**config.mk**
```make
export PLATFORM = sky130hd
export DESIGN_NAME = mem_arbiter
export DESIGN_NICKNAME = d
export VERILOG_FILES = /design/src/rtl/mem_arbiter.sv
export SDC_FILE = /design/constraint.sdc
export NUM_CORES = 1
export LEC_CHECK = 0
export ABC_CLOCK_PERIOD_IN_PS = 1800
export CORE_MARGIN = 4
export CORE_UTILIZATION = 25
export DETAILED_ROUTE_END_ITERATION = 10
export GPL_ROUTABILITY_DRIVEN = 0
export HOLD_SLACK_MARGIN = 0.06
export PLACE_DENSITY = 0.9
export SLEW_MARGIN = 30
export SYNTH_ARGS = -nofsm -noshare
export SYNTH_HDL_FRONTEND = slang
export SYNTH_SLANG_ARGS = --single-unit
```
**constraint.sdc**
```tcl
create_clock -name clk -period 1.8 [get_ports clk]
set_clock_uncertainty 0.1 [all_clocks]
set_input_delay 0.18 -clock clk [delete_from_list [all_inputs] [get_ports clk]]
set_output_delay 0.18 -clock clk [all_outputs]
set_load 0.01 [all_outputs]
```
**src/rtl/mem_arbiter.sv**
```systemverilog
// Single-port unified-memory arbiter: loader > data > fetch, with a loader burst
// limiter so a waiting core port is served within LD_BURST_MAX cycles.
module mem_arbiter #(
   parameter int AW           = 8,
   parameter int DW           = 17,
   parameter int LD_BURST_MAX = 4
) (
   input  logic          clk,
   input  logic          reset,
   input  logic          if_req,
   input  logic [AW-1:0] if_addr,
   output logic          if_gnt,
   output logic          if_rvalid,
   input  logic          d_req,
   input  logic          d_we,
   input  logic [AW-1:0] d_addr,
   input  logic [DW-1:0] d_wdata,
   output logic          d_gnt,
   output logic          d_rvalid,
   input  logic          ld_req,
   input  logic          ld_we,
   input  logic [AW-1:0] ld_addr,
   input  logic [DW-1:0] ld_wdata,
   output logic          ld_gnt,
   output logic          ld_rvalid,
   output logic [DW-1:0] rdata,
   output logic          core_stall,
   output logic          mem_en,
   output logic          mem_we,
   output logic [AW-1:0] mem_addr,
   output logic [DW-1:0] mem_wdata,
   input  logic [DW-1:0] mem_rdata
);

   localparam int CW = $clog2(LD_BURST_MAX + 1);

   localparam logic [1:0] OWN_NONE = 2'd0;
   localparam logic [1:0] OWN_IF   = 2'd1;
   localparam logic [1:0] OWN_D    = 2'd2;
   localparam logic [1:0] OWN_LD   = 2'd3;

   logic [1:0]    owner_q, owner_d;
   logic [CW-1:0] ld_cnt_q, ld_cnt_d;
   logic          core_req;
   logic          ld_hold;

   always_comb begin
      core_req = if_req | d_req;
      // Loader yields one slot once it has won LD_BURST_MAX times in a row over a waiting core
      ld_hold  = core_req && (ld_cnt_q == CW'(LD_BURST_MAX));

      ld_gnt = ~reset & ld_req & ~ld_hold;
      d_gnt  = ~reset & d_req & ~ld_gnt;
      if_gnt = ~reset & if_req & ~ld_gnt & ~d_req;

      mem_en    = ld_gnt | d_gnt | if_gnt;
      mem_we    = 1'b0;
      mem_addr  = '0;
      mem_wdata = '0;
      owner_d   = OWN_NONE;
      if (ld_gnt) begin
         mem_we    = ld_we;
         mem_addr  = ld_addr;
         mem_wdata = ld_wdata;
         if (!ld_we) owner_d = OWN_LD;
      end else if (d_gnt) begin
         mem_we    = d_we;
         mem_addr  = d_addr;
         mem_wdata = d_wdata;
         if (!d_we) owner_d = OWN_D;
      end else if (if_gnt) begin
         mem_addr = if_addr;
         owner_d  = OWN_IF;
      end

      ld_cnt_d = '0;
      if (ld_gnt && core_req)
         ld_cnt_d = (ld_cnt_q == CW'(LD_BURST_MAX)) ? ld_cnt_q : ld_cnt_q + CW'(1);

      core_stall = ~reset & ((if_req & ~if_gnt) | (d_req & ~d_gnt));
   end

   // rvalid follows the registered owner, so a read granted just before reset still returns
   assign if_rvalid = (owner_q == OWN_IF);
   assign d_rvalid  = (owner_q == OWN_D);
   assign ld_rvalid = (owner_q == OWN_LD);
   assign rdata     = mem_rdata;

   always_ff @(posedge clk) begin
      if (reset) begin
         owner_q  <= OWN_NONE;
         ld_cnt_q <= '0;
      end else begin
         owner_q  <= owner_d;
         ld_cnt_q <= ld_cnt_d;
      end
   end

endmodule

```
# Yosys cells after proc, flatten, opt, wreduce, memory -nomap -nowiden
# Cells that the tools add are included.
# classes
n_addsub,1
n_mul,0
div,0
magnitude_cmp,0
n_eq_ne,4
shift,0
muxes,12
n_bitwise,21
n_reduce_logical,3
# op_table
op,count
$mux 17,2
$mux 8,3
$and 1x1->1,10
$mux 2,4
$not 1->1,7
$eq 2x2->1 const B,2
$or 1x1->1,4
$add 3x1->3 const B,1
$eq 3x3->1 const B,1
$mux 1,3
$eq 2x1->1 const B,1
$logic_and 1x1->1,2
$reduce_or 2->1,1
# word_totals
reg_bits,5
latch_bits,0
ram_bits,0
rom_bits,0
in_bits,82
output_inout_bits,51
word_cells,43
mem_count,0

# Longest topological paths before layout
# depth
ltp_word,11
depth_mapped,6
ltp_nobuf,5

# Least setup slack after synthesis
# Ideal clock, no wire load.
# synth_path
path_kind,register to output
startpoint,reg ld_cnt_q[0]
endpoint,out mem_addr[7]
arrival_time_ns,1.288
required_ns,1.520
setup_slack_ns,0.232
path_stages_with_launch,7
n_path_buf,1
path_cell_list,dfxtp_1 > inv_1 > ha_1 > nand2_1 > o21ai_2 > buf_6 > mux2_1
# synth_between
elab_chain_cells,10
elab_cells_between_ends,11
cone_classes,eq/ne (1); mux (3); bitwise (6); reduce/logical (1)
# synth_rtl
element,line_no,text
start: declaration,43,"logic [CW-1:0] ld_cnt_q, ld_cnt_d;"
start signal: assignment,95,ld_cnt_q <= ld_cnt_d;
$eq 3x3->1 (*),50,ld_hold = core_req && (ld_cnt_q == CW'(LD_BURST_MAX));
$logic_and 1x1->1 (*),50,
$not 1->1 (*),52,ld_gnt = ~reset & ld_req & ~ld_hold;
$and 1x1->1 (*),52,
$not 1->1,"53, 54",
$and 1x1->1 (2 in series),54,if_gnt = ~reset & if_req & ~ld_gnt & ~d_req;
$mux 8,71,end else if (if_gnt) begin
$mux 8,66,end else if (d_gnt) begin
$mux 8 (*),61,if (ld_gnt) begin
end: declaration,30,"output logic [AW-1:0] mem_addr,"
# Every way passes the cells marked *; elsewhere a longest branch is shown, timed or not.

# Worst setup path after layout
# layout_path
startpoint,reg ld_cnt_q[1]
endpoint,out mem_addr[2]
# Same word-level chain as after synthesis.

==> flow_summary_export.csv <==
group,metric,value,unit
logic_synthesis,synth_top_cell_by_area,"mux2i_1",
sta,worst_pin_slew,0.168,ns
worst_setup_path,critPathCaptureType,"output pin",
sta,whs,0.260,ns
logic_synthesis,synth-edff-count,0,
worst_setup_path,required,1.52,ns
logic_synthesis,synthTopCellsByCount,"inv_1, nand2_1, buf_4, mux2i_1, a22o_1",
worst_setup_path,critPathMaxStageDelay,0.31,ns
worst_setup_path,crit_slowest_cell,"dfxtp_2",
sta,hold_viol,0,
logic_synthesis,async_reset_ff_share,0,%
drt,vias_per_cell,4.28,
worst_setup_path,rrSetupSlack,0.19,ns
logic_synthesis,synth_top_family_by_area,"multiplexers",
sta,fin_ws,-0.124,ns
drt,wirelength,3.52,mm
logic_synthesis,yosys-mux-area-fraction,32.6,%
clock_network,htreeDepth,1,
drt,drt_first_pass_iters,2,
logic_synthesis,yosys_warnings,0,
drt,drt_first_iter_violations,12,
clock_network,cts.sinks,5,
floorplan,die_w,70.5,um
clock_network,cts_hold_buf,0,
global_routing,grt_pass1_vias,1231,
logic_synthesis,ys_seq_area_share,10.3,%
sta,relSlewSlack,88.7,%
sta,setup_viol,21,
sta,fin_crit,1.92,ns
power_and_ir_drop,ir_drop,166,uV
min_path,hold_start,"mem_rdata[0]",
logic_synthesis,synth_most_common_cell,"inv_1",
global_routing,grt-busiest-layer,"met2",
min_path,min_to,"rdata[0]",
floorplan,die_h,70.5,um
floorplan,ios,133,
logic_synthesis,synth-simple-area-share,17.9,%
logic_synthesis,netlist_area,976,sq um
worst_setup_path,cp_data_arrival_time,1.64,ns
logic_synthesis,netlist_top_cells_area,"mux2i_1, buf_4, mux2_4, dfxtp_1, inv_1",
logic_synthesis,synth-xor-area-share,0.897,%
clock_network,cts_tree,"done",
run_status,status,"finished, violations left",
run,drv_cap,0,
finish,layout.nets,305,
min_path,holdPathStages,0,
drt,num_vias,1148,
worst_setup_path,timing.rr.start,"ld_cnt_q[1]",
worst_setup_path,path_buf_inv,4,
floorplan,core-area,3720,sq um
run_status,violations,"negative setup slack",
worst_setup_path,critPathTopFamily,"buffers and inverters",
worst_setup_path,crit_chain,"inv_2, ha_4, nand2_4, o21ai_4, buf_12, buf_12, mux2_4, buf_6",
floorplan,start_util,26.3,%
min_path,min_path_type,"primary input to output pin",
global_routing,grt_overflow,0,
finish,drive_gt1_share,30.5,%
placement,dp.cells,258,
global_routing,antenna_found_initial,0,
logic_synthesis,ys.flop_type,"dfxtp_1",
placement,port-buffer-count,98,
clock_network,cts_buffers,3,
global_routing,gr-usage-met1,10.6,%
sta,final_max_slew_viol_count,0,
logic_synthesis,synth_cell_types,21,
worst_setup_path,path_class,"flop to output pin",
global_routing,grt_max_degree,19,
global_routing,grt.met3_usage,3.31,%
sta,rsz0062_at_grt,"true",
global_routing,grt_pass1_wl,5.26,mm
drt,wl_per_cell,13.1,um
logic_synthesis,ys_seq_elements,5,
placement,place.detailed.hpwl,2.78,mm
worst_setup_path,r2r-end,"owner_q[0]",
drt,drc_errors,0,
logic_synthesis,synthAdderAreaFrac,2.56,%
drt,drtAntennaViolNets,0,
sta,max_freq,520,MHz
clock_network,clockBufferDepth,2,
global_routing,use_met2,27.5,%
worst_setup_path,timing.critical_path.mode_cell,"buf_12",
floorplan,die-area,4970,sq um
power_and_ir_drop,leakage,1.07,nW
finish,fin_cells,268,
worst_setup_path,r2r_cells,8,
floorplan,rows,22,
power_and_ir_drop,powerDensity,376,nW/um^2
sta,final.period_utilization,107,%
logic_synthesis,synth_compound_area_share,8.08,%
clock_network,cts.clk_slew.worst_paths,0.03,ns
logic_synthesis,yosys.area.top_type_share,19.5,%
global_routing,grt_util_all_layers,13.1,%
finish,diodes,0,
worst_setup_path,start_kind,"flop",
worst_setup_path,crit_fanout,7,
logic_synthesis,synth_nets,211,
clock_network,clk_latency,0.22,ns
clock_network,root_buffer,"clkbuf_8",
finish,area_growth,107,%
logic_synthesis,netlist_instances,127,
logic_synthesis,syn_area_per_cell,7.68,sq um
==> cells in the final DEF (no fill, tap or decap), drive strengths merged <==
cell type and count:
nand3b 1, buf 43, mux2i 19, clkbuf 4, clkdlybuf4s50 65, inv 22
a22o 8, xnor2 1, nor2 5, nand2 21, nand2b 1, and2 3
o21ai 1, ha 2, dlygate4sd2 2, nor3 1, nor3b 1, clkdlybuf4s15 1
dfxtp 5, nor2b 4, dlymetal6s2s 1, mux2 9
==> how the worst max path moves through the flow <==
| stage | from | endpoint | slack, ns | cells after the start |
|---|---|---|---|---|
| floorplan | ld_cnt_q[0] | mem_addr[7] | 0.23 | 6 |
| global placement | d_req | mem_addr[7] | -0.48 | 6 |
| detailed placement | if_req | mem_addr[7] | -0.49 | 6 |
| CTS | ld_cnt_q[1] | mem_addr[6] | -0.16 | 8 |
| global route | ld_cnt_q[1] | mem_addr[2] | -0.18 | 8 |
| finish | ld_cnt_q[1] | mem_addr[2] | -0.12 | 8 |
==> sequential cells by signal, summed over array words and instances (netlist names) <==
register	flops
ld_cnt_q	3
owner_q	2
==> layout make-up <==
cell class,count,area [sq um]
flip-flops and latches,5,103
multi-input cells,77,652
well taps,48,60.1
repair buffers,112,1080
fillers,353,1700
inverters,22,82.6
clock buffers,4,45.0
==> stage by stage <==
stage | cell area, sq um | total power, W | setup TNS [ns] | setup WS, ns | utilization, %
floorplan | 976 | 0.000314 | 0 | 0.232 | -
global placement | 1950 | 0.000548 | -12.92 | -0.478 | 52.5
detailed placement | 1950 | 0.000554 | -13.40 | -0.492 | 52.5
CTS | 2040 | 0.000777 | -2.17 | -0.157 | 55.0
global route | 2020 | 0.000801 | -2.94 | -0.176 | 54.4
finish | 2020 | 0.000759 | -1.06 | -0.124 | 54.4
==> routing by layer <==
metal / up-vias / routed length, um
met1: 491 / 1150
met3: 8 / 383
met2: 76 / 1910
li1: 573 / -
met4: 0 / 79
met5: - / 0
==> worst register-to-register path, stage by stage, from the launching register on <==
cell and delay [ns]:
dfxtp_2 0.31, inv_2 0.06, ha_4 0.13, nand2_4 0.05
o21ai_4 0.16, buf_4 0.14, buf_6 0.11, buf_4 0.12
mux2_2 0.32
==> power breakdown <==
part | switching [W] | internal (W) | total (W)
sequential | 0.00000312 | 0.000117 | 0.000120
clock | 0.0000551 | 0.000152 | 0.000207
combinational | 0.000147 | 0.000285 | 0.000432
total | 0.000205 | 0.000554 | 0.000759
==> repair_timing <==
action	CTS	global route
buffers inserted	4	1
pin swaps	3	1
hold endpoints to repair	0	0
endpoints found under the setup margin	30	29
gates cloned	2	0
resized for setup	144	2
==> kinds of logic after synthesis <==
kind of cell               count (synthesis)
AOI/OAI and AO/OA                          9
DFF                                        5
buffers and inverters                     45
adders and majority gates                  2
and+or+nand+nor                           37
muxes                                     28
xor gates and xnor gates                   1
Power figures use the tool's default switching activity.
